File: src/rtl/imem_boot_loader.sv
// imem_boot_loader: boot-time instruction memory loader.
// Packs a little-endian byte stream (valid/ready) into 32-bit words and writes
// them to sequential word-aligned imem addresses while holding the CPU.
module imem_boot_loader #(
    parameter int DATA_WIDTH = 32,
    parameter int ADDR_WIDTH = 32,
    parameter int MEM_SIZE   = 512,
    parameter int LEN_W      = 10
) (
    input  logic                  clk,
    input  logic                  reset,
    input  logic                  load_start,
    input  logic [LEN_W-1:0]      load_len,
    input  logic                  load_abort,
    input  logic [7:0]            in_byte,
    input  logic                  in_valid,
    output logic                  in_ready,
    output logic                  wr_en,
    output logic [ADDR_WIDTH-1:0] wr_addr,
    output logic [DATA_WIDTH-1:0] wr_data,
    output logic                  cpu_hold,
    output logic                  load_done,
    output logic                  load_err
);

    typedef enum logic [1:0] {
        IDLE,
        RECV,
        WRITE,
        DONE
    } state_t;

    localparam logic [LEN_W:0] MAX_LEN = (LEN_W + 1)'(MEM_SIZE);

    state_t                 state;
    logic [LEN_W-1:0]       len_q;
    logic [LEN_W-1:0]       word_idx;
    logic [1:0]             byte_cnt;
    logic [DATA_WIDTH-1:0]  word_q;
    logic                   err_q;
    logic                   len_ok;
    logic                   last_word;

    assign len_ok    = (load_len != '0) && ({1'b0, load_len} <= MAX_LEN);
    assign last_word = (word_idx == (len_q - LEN_W'(1)));

    // Load sequencing: length check, byte packing, word write, completion/abort.
    always_ff @(posedge clk or posedge reset) begin
        if (reset) begin
            state    <= IDLE;
            len_q    <= '0;
            word_idx <= '0;
            byte_cnt <= '0;
            word_q   <= '0;
            err_q    <= 1'b0;
        end else begin
            err_q <= 1'b0;
            case (state)
                IDLE: begin
                    if (load_start) begin
                        if (len_ok) begin
                            len_q    <= load_len;
                            word_idx <= '0;
                            byte_cnt <= '0;
                            state    <= RECV;
                        end else begin
                            err_q <= 1'b1;
                        end
                    end
                end
                RECV: begin
                    if (load_abort) begin
                        err_q <= 1'b1;
                        state <= IDLE;
                    end else if (in_valid) begin
                        word_q[{byte_cnt, 3'b000} +: 8] <= in_byte;
                        byte_cnt <= byte_cnt + 2'd1;
                        if (byte_cnt == 2'd3) begin
                            state <= WRITE;
                        end
                    end
                end
                WRITE: begin
                    if (load_abort) begin
                        err_q <= 1'b1;
                        state <= IDLE;
                    end else if (last_word) begin
                        state <= DONE;
                    end else begin
                        word_idx <= word_idx + LEN_W'(1);
                        state    <= RECV;
                    end
                end
                DONE: begin
                    state <= IDLE;
                end
                default: begin
                    state <= IDLE;
                end
            endcase
        end
    end

    // Output decode; an abort in the WRITE cycle masks the strobe so no partial load lands.
    always_comb begin
        in_ready  = (state == RECV);
        wr_en     = (state == WRITE) && !load_abort;
        cpu_hold  = (state != IDLE);
        load_done = (state == DONE);
        load_err  = err_q;
        wr_data   = word_q;
        wr_addr   = '0;
        wr_addr[LEN_W+1:0] = {word_idx, 2'b00};
    end

endmodule

File: config.mk
export PLATFORM = sky130hd
export DESIGN_NAME = imem_boot_loader
export DESIGN_NICKNAME = d
export VERILOG_FILES = /design/src/rtl/imem_boot_loader.sv
export SDC_FILE = /design/constraint.sdc
export NUM_CORES = 1
export LEC_CHECK = 0
export ABC_AREA = 0
export CORE_ASPECT_RATIO = 1.4
export CORE_MARGIN = 2
export CORE_UTILIZATION = 45
export CTS_CLUSTER_DIAMETER = 40
export DETAILED_ROUTE_END_ITERATION = 8
export GPL_TIMING_DRIVEN = 0
export MAX_ROUTING_LAYER = met4
export PLACE_DENSITY = 0.76
export REMOVE_ABC_BUFFERS = 1
export SLEW_MARGIN = 15
export SYNTH_ARGS = -nofsm -noshare
export SYNTH_HDL_FRONTEND = slang
export SYNTH_SLANG_ARGS = --single-unit
File: constraint.sdc
create_clock -name clk -period 3.3 [get_ports clk]
set_clock_uncertainty 0.15 [all_clocks]
set_input_delay 0.495 -clock clk [delete_from_list [all_inputs] [get_ports clk]]
set_output_delay 0.495 -clock clk [all_outputs]
set_load 0.005 [all_outputs]
==> results_dict.tcl <==
set metrics [dict create \
    dp_slack_ns -0.243 \
    postSynth.asyncResetShare_pct 100 \
    final_hold_viol_count 0 \
    synth_top_family_by_area "simple AND/OR/NAND/NOR gates" \
    cellPowerDensity_nw_per_um2 688 \
    critPathMaxFanout 15 \
    wl_per_cell_um 15.2 \
    grt_pass1_wl_um 13500 \
    hold-path-cell-count 2 \
    finalWorstSetupSlack_ns 0.409 \
    reg2reg_from "len_q[2]$_DFFE_PP0P_" \
    min_path_type "reg2reg" \
    fin_crit_ns 2.89 \
    cts.sinks 57 \
    antenna_found_initial 0 \
    synth_fa_ha_area_share_pct 4.96 \
    cts_tree "built" \
    ir_drop_mv 0.447 \
    slowest_stage "or4_4" \
    min_from "wr_data[29]$_DFFE_PP0P_" \
    nets 469 \
    synthToLayoutAreaGrowth_pct 27.1 \
    synth_compound_area_share_pct 14.6 \
    yosysTopAreaCell "dfrtp_1" \
    synthMuxAreaShare_pct 5.15 \
    ys_types 52 \
    critical-path-top-delay-family "simple AND/OR/NAND/NOR gates" \
    yosysTopAreaCellShare_pct 43.5 \
    nFillCells 649 \
    grt_overflow 0 \
    startpoint_type "input port" \
    crit_type "in2reg" \
    routed_via_density 5.26 \
    design.die.area_sq_um 8000 \
    arrival_ns 2.95 \
    max_freq_ghz 0.346 \
    setup-tns-final_ns 0 \
    wirelength_um 8070 \
    finalPower_mw 2.87 \
    cp_data_required_time_ns 3.36 \
    holdPathEnd "wr_data[29]$_DFFE_PP0P_" \
    synth-edff-count 0 \
    rsz0062_at_grt "no" \
    reg2reg_to "word_idx[1]$_DFFE_PP0P_" \
    cts-root-buf "clkbuf_8" \
    rows 36 \
    setup_violations 0 \
    routabilityCongestion 0.842 \
    seq_area_frac_synth_pct 43.5 \
    holdWs_ns 0.327 \
    max_stage_delay_ns 0.58 \
    first_pass_iters 6 \
    vias 2800 \
    io_pins 92 \
    syn_inst 362 \
    ant_nets 0 \
    grt_pass1_vias 2786 \
    core-area_sq_um 7030 \
    p_leak_nw 1.75 \
    clock_latency_ns 0.35 \
    crit_buf_inv 1 \
    dpl.hpwl_um 6090 \
    finalCritPeriodShare_pct 87.6 \
    synth_simple_gate_area_share_pct 22.0 \
    status "complete, no violations" \
    report.final.slew_viol_count 0 \
    start_util_pct 46.7 \
    worst-r2r-cell-count 6 \
    tightest_slew_ns 0.871 \
    syn_area_per_cell_sq_um 9.07 \
    post_dp_cell_area_sq_um 3990 \
    synthXorXnorAreaFrac_pct 2.13 \
    diodes 0 \
    cts_inserted_buffers 9 \
    grt_use_total_pct 22.1 \
    maxSlewHeadroom_pct 41.8 \
    cts.clk_slew.worst_paths_ns 0.06 \
    grt_max_degree 39 \
    fin_util_pct 59.3 \
    yosys_most_used_dff "dfrtp_1" \
    cts_buffer_depth 2 \
    place_inst 517 \
    die_y_um 105 \
    stdcell_count 532 \
    synth_area_leaders "dfrtp_1 (43%), nand2_1 (11%), o21ai_0 (6.1%), buf_4 (5.0%), ha_1 (5.0%)" \
    postCtsSetupRepairBufs 0 \
    path_cells "clkdlybuf4s50_1 > or4_4 > o31ai_1 > and4b_2 > nand2b_1 > nand2_1 > mux2i_1" \
    end_kind "flip-flop" \
    hold_buffers 0 \
    die-width_um 76.2 \
    rrSetupSlack_ns 0.60 \
    ys_warn_count 0 \
    maxCapViolCount 0 \
    layout-drive-gt1-share_pct 7.78 \
    h-tree-depth 3 \
    portBuffers 69 \
    netlist_area_sq_um 3280 \
    yosys_register_bits 57 \
    drc 0 \
    detail_route.iter0.violations 146 \
    final_cell_area_sq_um 4170 \
]
-- layout by cell type (no fill, tap or decap), types with 2 or more instances in the layout --
master	n
o31ai_1	2
nor4_1	3
and3_1	2
o31a_1	2
o21ai_0	40
ha_1	13
clkinv_2	3
nor2b_1	2
nor3b_1	4
nand3_1	7
conb_1	22
clkbuf_8	12
clkdlybuf4s50_1	69
a21oi_1	8
or2_2	2
or4_1	2
nand2b_1	6
or3_1	2
nand2_1	92
nand4_1	5
mux2_2	7
a2111oi_1	2
nor2_1	7
and2_1	4
a211oi_1	3
xor2_1	7
nor3_1	7
mux2i_1	9
dfrtp_1	57
a22o_1	2
inv_1	11
-- sequential cells by signal (all words and copies together) (netlist names) --
| signal | flops |
|---|---|
| byte_cnt | 2 |
| word_idx | 10 |
| wr_data | 32 |
| state | 2 |
| load_err | 1 |
| len_q | 10 |
-- worst reg2reg max path, stage by stage (launching register included) --
cell and delay, ns:
dfrtp_1 0.47, nor4_4 0.49, a21boi_2 0.11, a2111o_1 0.46, a311oi_4 0.54, a21oi_2 0.15, o311ai_2 0.24
-- report_power, final --
group | total (mW) | switching [mW] | internal, mW
registers | 1.12 | 0.220 | 0.899
clock network | 0.605 | 0.280 | 0.326
logic | 1.14 | 0.575 | 0.569
-- repair_timing --
action                                 CTS  global route
setup endpoints to repair                0             9
gates resized for setup                  0             1
endpoints found under the hold margin    0             0
-- synthesized netlist by cell type (all sizes together) (3+ instances only) --
cell type / number
ha: 13
nand2b: 6
or4: 3
nor3b: 4
dfrtp: 57
inv: 12
clkbuf: 6
a21oi: 9
mux2i: 9
nor2: 7
nand2: 92
and2: 4
nand3: 7
o21ai: 41
buf: 25
a211oi: 3
xor2: 7
nand4: 5
nor3: 7
nor4: 5
mux2: 7
-- metal layers --
metal | part of all wire [%] | GRT usage (%) | routed length [um] | vias up
li1 | - | - | - | 1357
met4 | 5.3 | 14.7 | 424 | 0
met1 | 40 | 24.8 | 3210 | 1297
met2 | 49 | 35.7 | 3920 | 117
met3 | 6.5 | 4.58 | 521 | 29
met5 | 0 | - | 0 | -
-- kinds of logic after synthesis --
kind of cell	Yosys count
buffers and inverters	43
XOR/XNOR	8
multiplexers	16
adder cells (fa/ha/maj)	13
AND/OR/NAND/NOR	151
flip-flops	57
other	1
AO/OA/AOI/OAI	73
-- how the worst max path moves through the flow --
stage | start | end | cells past startpoint
3_3_place_gp | load_len[5] | word_idx[8]$_DFFE_PP0P_ | 7
6_report | load_len[5] | word_idx[0]$_DFFE_PP0P_ | 7
4_1_cts | load_len[5] | word_idx[9]$_DFFE_PP0P_ | 7
2_1_floorplan | load_len[5] | word_idx[8]$_DFFE_PP0P_ | 6
5_1_grt | load_len[5] | word_idx[9]$_DFFE_PP0P_ | 7
3_5_place_dp | load_len[5] | word_idx[0]$_DFFE_PP0P_ | 7
-- cell type report --
type / count / area, sq um / share of cell area [%]
Sequential cell: 57 / 1430 / 34.2
Timing Repair Buffer: 70 / 711 / 17.0
Clock buffer: 12 / 165 / 3.96
Inverter: 12 / 45.0 / 1.08
Multi-Input combinational cell: 283 / 1690 / 40.5
Clock inverter: 3 / 15.0 / 0.360
Tap cell: 95 / 119 / 2.85
(Power assumes the default switching activity.)
